### src/rtl/maq_troco.sv
// Coin dispenser controller: returns change as active-low coin pulses
// in greedy order (R$1,00, R$0,50, R$0,25), paced by the dispenser ready.
module maq_troco #(
  parameter int PULSE_LEN = 2,
  parameter int GAP_LEN   = 3
) (
  input  logic       i_clk,
  input  logic       i_rst,
  input  logic       i_start,
  input  logic [3:0] i_credito,
  input  logic       i_pronto,
  output logic       o_moeda_1,
  output logic       o_moeda_50,
  output logic       o_moeda_25,
  output logic       o_ocupado,
  output logic       o_fim,
  output logic [3:0] o_restante
);

  localparam int MAX_LEN = (PULSE_LEN > GAP_LEN) ? PULSE_LEN : GAP_LEN;
  localparam int CNT_W   = (MAX_LEN > 1) ? $clog2(MAX_LEN) : 1;
  localparam logic [CNT_W-1:0] PULSE_LOAD = CNT_W'(PULSE_LEN - 1);
  localparam logic [CNT_W-1:0] GAP_LOAD   = CNT_W'(GAP_LEN - 1);

  typedef enum logic [2:0] {IDLE, SELECT, PULSE, GAP, DONE} state_t;

  state_t           state, state_nx;
  logic [CNT_W-1:0] cnt, cnt_nx;
  logic [2:0]       coins, coins_nx;
  logic [3:0]       restante, restante_nx;
  logic             ocupado, ocupado_nx;
  logic             fim, fim_nx;

  always_ff @(posedge i_clk) begin
    if (!i_rst) begin
      state    <= IDLE;
      cnt      <= '0;
      coins    <= 3'b111;
      restante <= 4'd0;
      ocupado  <= 1'b0;
      fim      <= 1'b0;
    end else begin
      state    <= state_nx;
      cnt      <= cnt_nx;
      coins    <= coins_nx;
      restante <= restante_nx;
      ocupado  <= ocupado_nx;
      fim      <= fim_nx;
    end
  end

  always_comb begin
    state_nx    = state;
    cnt_nx      = cnt;
    coins_nx    = coins;
    restante_nx = restante;
    ocupado_nx  = ocupado;
    fim_nx      = 1'b0;
    case (state)
      IDLE: begin
        coins_nx   = 3'b111;
        ocupado_nx = 1'b0;
        if (i_start) begin
          restante_nx = i_credito;
          ocupado_nx  = 1'b1;
          state_nx    = SELECT;
        end
      end
      SELECT: begin
        if (restante == 4'd0) begin
          fim_nx     = 1'b1;
          ocupado_nx = 1'b0;
          state_nx   = DONE;
        end else if (i_pronto) begin
          // Greedy pick; the chosen coin never exceeds what remains
          if (restante >= 4'd4) begin
            coins_nx    = 3'b011;
            restante_nx = restante - 4'd4;
          end else if (restante >= 4'd2) begin
            coins_nx    = 3'b101;
            restante_nx = restante - 4'd2;
          end else begin
            coins_nx    = 3'b110;
            restante_nx = restante - 4'd1;
          end
          cnt_nx   = PULSE_LOAD;
          state_nx = PULSE;
        end
      end
      PULSE: begin
        if (cnt == '0) begin
          coins_nx = 3'b111;
          cnt_nx   = GAP_LOAD;
          state_nx = GAP;
        end else begin
          cnt_nx = cnt - 1'b1;
        end
      end
      GAP: begin
        if (cnt == '0) state_nx = SELECT;
        else           cnt_nx   = cnt - 1'b1;
      end
      DONE: begin
        ocupado_nx = 1'b0;
        state_nx   = IDLE;
      end
      default: begin
        coins_nx   = 3'b111;
        ocupado_nx = 1'b0;
        state_nx   = IDLE;
      end
    endcase
  end

  assign o_moeda_1  = coins[2];
  assign o_moeda_50 = coins[1];
  assign o_moeda_25 = coins[0];
  assign o_ocupado  = ocupado;
  assign o_fim      = fim;
  assign o_restante = restante;

endmodule
### config.mk
export PLATFORM = sky130hd
export DESIGN_NAME = maq_troco
export DESIGN_NICKNAME = d
export VERILOG_FILES = /design/src/rtl/maq_troco.sv
export SDC_FILE = /design/constraint.sdc
export NUM_CORES = 1
export LEC_CHECK = 0
export ABC_AREA = 1
export CAP_MARGIN = 15
export CORE_MARGIN = 2
export CORE_UTILIZATION = 54
export CTS_BUF_LIST = sky130_fd_sc_hd__clkbuf_4 sky130_fd_sc_hd__clkbuf_8
export CTS_CLUSTER_SIZE = 14
export DETAILED_ROUTE_END_ITERATION = 12
export GPL_TIMING_DRIVEN = 0
export MAX_ROUTING_LAYER = met4
export PLACE_DENSITY_LB_ADDON = 0.1
export SYNTH_ARGS = -nofsm -noshare
export SYNTH_HDL_FRONTEND = slang
export SYNTH_SLANG_ARGS = --single-unit
### constraint.sdc
create_clock -name i_clk -period 1.6 [get_ports i_clk]
set_input_delay 0.16 -clock i_clk [delete_from_list [all_inputs] [get_ports i_clk]]
set_output_delay 0.16 -clock i_clk [all_outputs]
set_load 0.01 [all_outputs]
=== Word level (Yosys, flattened, before mapping) ===
Index checks and enable logic that the tools add are counted.

* $add $sub $neg: 4
* $lt $le $gt $ge: 2
* Equal/unequal tests: 12
* Multiplexer cells: 27
* Bitwise operators: 2
* Reductions and logical operators: 13

{| class="wikitable"
|+ Operators by type and width
! operator !! number
|-
| 3-bit two-way mux || 9
|-
| 4-bit two-way mux || 5
|-
| 4-bit AND reduction || 4
|-
| 2-bit != test (second input constant) || 7
|-
| 3-bit case mux with 4 select lines || 1
|-
| 2-bit two-way mux || 5
|-
| 3-bit case mux with 3 select lines || 1
|-
| 4-bit case mux with 2 select lines || 1
|-
| 3-bit by 2-bit == test with 1-bit output (second input constant) || 2
|-
| 2-bit case mux with 3 select lines || 1
|-
| 4-bit by 2-bit greater-or-equal comparator with 1-bit output (second input constant) || 1
|-
| 4-bit by 3-bit greater-or-equal comparator with 1-bit output (second input constant) || 1
|-
| 4-bit logical NOT || 1
|-
| 2-bit AND reduction || 2
|-
| 2-bit OR reduction || 2
|-
| 4-bit by 1-bit subtractor with 4-bit output (second input constant) || 1
|-
| 4-bit by 2-bit subtractor with 4-bit output (second input constant) || 1
|-
| 4-bit by 3-bit subtractor with 4-bit output (second input constant) || 1
|-
| 3-bit by 1-bit == test with 1-bit output (second input constant) || 1
|-
| 3-bit == test (second input constant) || 1
|-
| 3-bit logical NOT || 1
|-
| 1-bit two-way mux || 3
|-
| 3-bit != test (second input constant) || 1
|-
| 1-bit case mux with 3 select lines || 1
|-
| other kinds (5) || 6
|}

* Register bits after elaboration: 14
* Bits of input ports: 8
* Output and inout port bits: 9
* Logic and storage cells: 66

=== Longest topological paths before layout ===
* Word-level depth: 6
* Depth in mapped cells: 10
* Gate-level depth less buffers: 10

=== Least setup slack after synthesis ===
No wires, ideal clock.

* Path type: flip-flop to flip-flop
* Start point: register restante[2] (netlist: o_restante[2])
* End point: register restante[0] (netlist: o_restante[0])
* Library setup time: 113 ps
* Data arrival time: 1412 ps
* Data required time: 1487 ps
* Path slack: 75 ps
* Stages on the path, launching flop included: 9
* Buffers on the path: 0
* Clock period less this slack: 1525 ps
* Path through: dfxtp_1 -> inv_1 -> ha_1 -> nand2_1 -> nand2_1 -> o21ai_2 -> nand2_1 -> nor2_1 -> nor2_1

* Word-level cells in the longest chain between the ends: 6
* Elaborated cells between the ends (all ways): 10
* Classes of those cells: 2 x order compare; 1 x eq/ne; 5 x mux; 2 x reduce/logical

{| class="wikitable"
|+ RTL lines
! what !! RTL line !! text
|-
| start, declared || 30 || <nowiki>logic [3:0] restante, restante_nx;</nowiki>
|-
| start signal, assigned || 46 || <nowiki>restante <= restante_nx;</nowiki>
|-
| 4-bit by 2-bit greater-or-equal comparator with 1-bit output || 79 || <nowiki>end else if (restante >= 4'd2) begin</nowiki>
|-
| 4-bit two-way mux || 79 ||
|-
| 4-bit two-way mux || 76 || <nowiki>if (restante >= 4'd4) begin</nowiki>
|-
| 4-bit two-way mux || 74 || <nowiki>end else if (i_pronto) begin</nowiki>
|-
| 4-bit two-way mux || 70 || <nowiki>if (restante == 4'd0) begin</nowiki>
|-
| 4-bit case mux with 2 select lines || 59 || <nowiki>case (state)</nowiki>
|}

Parallel ways exist; a longest one is shown, timed or not. The select of a mux whose other input is x is not followed.
A chain may end at the register's enable or synchronous reset.

=== Worst setup path in the final report ===
* Start point: register restante[2] (netlist: o_restante[2])
* End point: register restante[1] (netlist: o_restante[1])

The elaborated chain is that of the path after synthesis.

==> metrics.md <==
| Metric | Value |
|---|---|
| First-pass GRT wire length | `3280 um` |
| Reg-to-reg slack, setup | `0.13 ns` |
| Design Power | `0.00270 W` |
| Final layout net count | `182` |
| Detailed Routing Iterations Pass 1 | `4` |
| Peak VDD IR | `0.00134 V` |
| Util after Layout | `71.5%` |
| DR WL/cell | `10.8 um` |
| Clock power share | `7.3%` |
| Clock Path Buffers | `2` |
| RR Endpoint | `o_restante[1]` |
| Core area | `1730 um2` |
| Area Growth Syn to Fin | `25.3%` |
| CP endpoint | `o_restante[1]` |
| DRC Markers | `0` |
| Clock Pin Slew Worst Setup and Hold Paths | `0.08 ns` |
| Peak Freq | `0.678 GHz` |
| Layout cells sized above 1 | `19.5%` |
| Die Ht | `46.7 um` |
| Worst-path maximum fanout | `6` |
| Outcome | `finished clean` |
| Slew @ Worst Pin | `0.440 ns` |
| Final setup fails | `0` |
| Final RePlAce weighted congestion | `0.854` |
| GR Overflow Total | `0` |
| Setup Skew | `0.00179 ns` |
| IO buf count | `16` |
| CTS Hold Buffers Added | `0` |
| Min cycle time layout | `1.47 ns` |
| Commonest cells after routing, fill and taps aside | `33 x nand2_1, 20 x nor2_1, 16 x clkdlybuf4s50_1` |
| Slew Limit Fails | `0` |
| Psw | `0.00135 W` |
| Critical Path Source Type | `flip-flop` |
| Average vias per placed instance | `4.96` |
| CTS buffer count | `3` |
| Post-Synthesis Cell Area | `986 um2` |
| Arrival time at the worst endpoint | `1.69 ns` |
| Mapped Avg Cell Area | `6.85 um2` |
| Setup crit end kind | `flip-flop` |
| Yosys warnings | `0` |
| Die footprint | `2180 um2` |
| CTS sink count | `14` |
| Final Cycle Share | `92.2%` |
| Crit Path Category | `flip-flop to flip-flop` |
| Yosys reg bits | `14` |
| Initial Util | `57.1%` |
| Power Density | `2190 nW/um2` |
| Post-Synthesis Cells | `144` |
| Synth cell types | `23` |
| DRT antenna net count | `0` |
| Ports | `17` |
| Pin count of the biggest net entering global routing | `11` |
| Rel. slew slack | `70.7%` |
| Routed WL | `2050 um` |
| Reg-to-reg startpoint | `o_restante[2]` |
| GRT Util Overall | `21.8%` |
| Int Pwr | `0.00135 W` |
| Comb pwr share | `69.6%` |
| H-tree depth | `1` |
| Hold Startpoint | `o_ocupado` |
| R2R depth | `9` |
| Required @ worst endpoint | `1.82 ns` |
| Vias in the first global route | `829` |
| Vias | `937` |
| Syn nets | `160` |
| Sw Ratio | `49.9%` |
| Most common cell after layout, fill and taps aside | `nand2_1` |
| # rows | `15` |
| Root Buffer | `clkbuf_4` |
| Diode count | `0` |
| Clk Latency, worst-skew pair | `0.28 ns` |
| Seq pwr share | `23.0%` |
| Final Hold Violating Endpoints | `0` |
| Drt initial violations | `12` |
| RSZ-0062 raised after global routing | `no` |
| Worst hold path class | `flip-flop to flip-flop` |
| HPWL after DPL | `1580 um` |
| Initial antenna violation count | `0` |
| TritonCTS clock tree | `yes` |
| Leak pwr | `0.595 nW` |
| DIE WIDTH | `46.7 um` |
| Critical Path Source | `o_restante[2]` |
| Share of the yosys chip area belonging to registers | `28.4%` |
| Max_cap viols | `0` |
-- power groups by stage --
stage / Clock [W] / Sequential, W / Combinational [W]
2_1_floorplan: 0 / 0.000626 / 0.00132
3_3_place_gp: 0 / 0.000602 / 0.00172
3_5_place_dp: 0 / 0.000608 / 0.00177
4_1_cts: 0.000199 / 0.000601 / 0.00182
5_1_grt: 0.000215 / 0.000639 / 0.00211
6_report: 0.000198 / 0.000623 / 0.00188
-- repair_timing --
action                                  CTS  global route
endpoints found under the setup margin    4             7
buffers inserted                          0             1
pin swaps                                 1             2
resized for setup                         3            10
-- kinds of logic (layout without fill, tap and decap cells) --
logic type               Yosys count  count (layout)  synth area share (%)
buffers and inverters             22              42                  10.8
adder cells (fa/ha/maj)            8               8                  10.2
flip-flops                        14              14                  28.4
AO/OA/AOI/OAI                     13              13                  6.98
XOR/XNOR                           1               1                 0.888
AND/OR/NAND/NOR                   86              86                  42.8
-- synthesized netlist by cell type, drive strengths merged --
cell type / instances / area, um2
a21oi: 3 / 15.0
buf: 1 / 20.0
clkbuf: 1 / 3.75
dfxtp: 14 / 280
ha: 8 / 100
inv: 20 / 82.6
nand2: 41 / 181
nand3: 11 / 67.6
nand3b: 2 / 15.0
nand4: 2 / 12.5
nor2: 26 / 125
nor3: 4 / 20.0
o21ai: 10 / 53.8
xor2: 1 / 8.76
-- flip-flops by register name, summed over array words and instances (netlist names) --
signal and cells:
o_restante 4, coins 3, state 3, cnt 2, o_fim 1, o_ocupado 1
-- critical path, cell delays in order, from the launching register on --
cell and delay [ns]:
dfxtp_4 0.37, inv_2 0.06, ha_1 0.22, nand2_2 0.12
nand2_2 0.10, o21ai_4 0.24, nand2_1 0.10, nand2_1 0.07
nand2_1 0.04, nor2_1 0.10
-- final cells by class --
| type | count | area, um2 |
|---|---|---|
| multi-input combinational | 108 | 619 |
| fill | 172 | 492 |
| sequential | 14 | 288 |
| timing repair buffer | 17 | 168 |
| inverter | 20 | 82.6 |
| tap | 25 | 31.3 |
| buffer | 2 | 23.8 |
| clock buffer | 3 | 22.5 |
-- per-stage QoR --
| stage | worst slack, ns | instances | cell area [um2] | hold WS, ns | setup TNS (ns) |
|---|---|---|---|---|---|
| 2_1_floorplan | 0.0748 | 144 | 986 | 0.323 | 0 |
| 3_3_place_gp | -0.0823 | 185 | 1180 | 0.445 | -0.230 |
| 3_5_place_dp | -0.111 | 185 | 1180 | 0.460 | -0.359 |
| 4_1_cts | 0.0442 | 188 | 1210 | 0.474 | 0 |
| 5_1_grt | 0.00575 | 189 | 1230 | 0.487 | 0 |
| 6_report | 0.125 | 189 | 1230 | 0.474 | 0 |
-- metal layers --
layer,GRT usage [%],vias up,wire length (um)
li1,-,495,-
met1,24.1,426,959
met2,38.9,11,1000
met3,3.46,5,51
met4,8.33,0,34
met5,-,-,0
-- how the worst min path moves through the flow --
stage                            to  slack (ns)  cells past startpoint
after floorplan            state[1]        0.32                      2
after global placement     coins[2]        0.45                      2
after detailed placement   coins[1]        0.46                      2
after CTS                 o_ocupado        0.47                      2
after global routing      o_ocupado        0.49                      2
final                     o_ocupado        0.47                      2
Note: power is estimated with default switching activity, not from simulation.
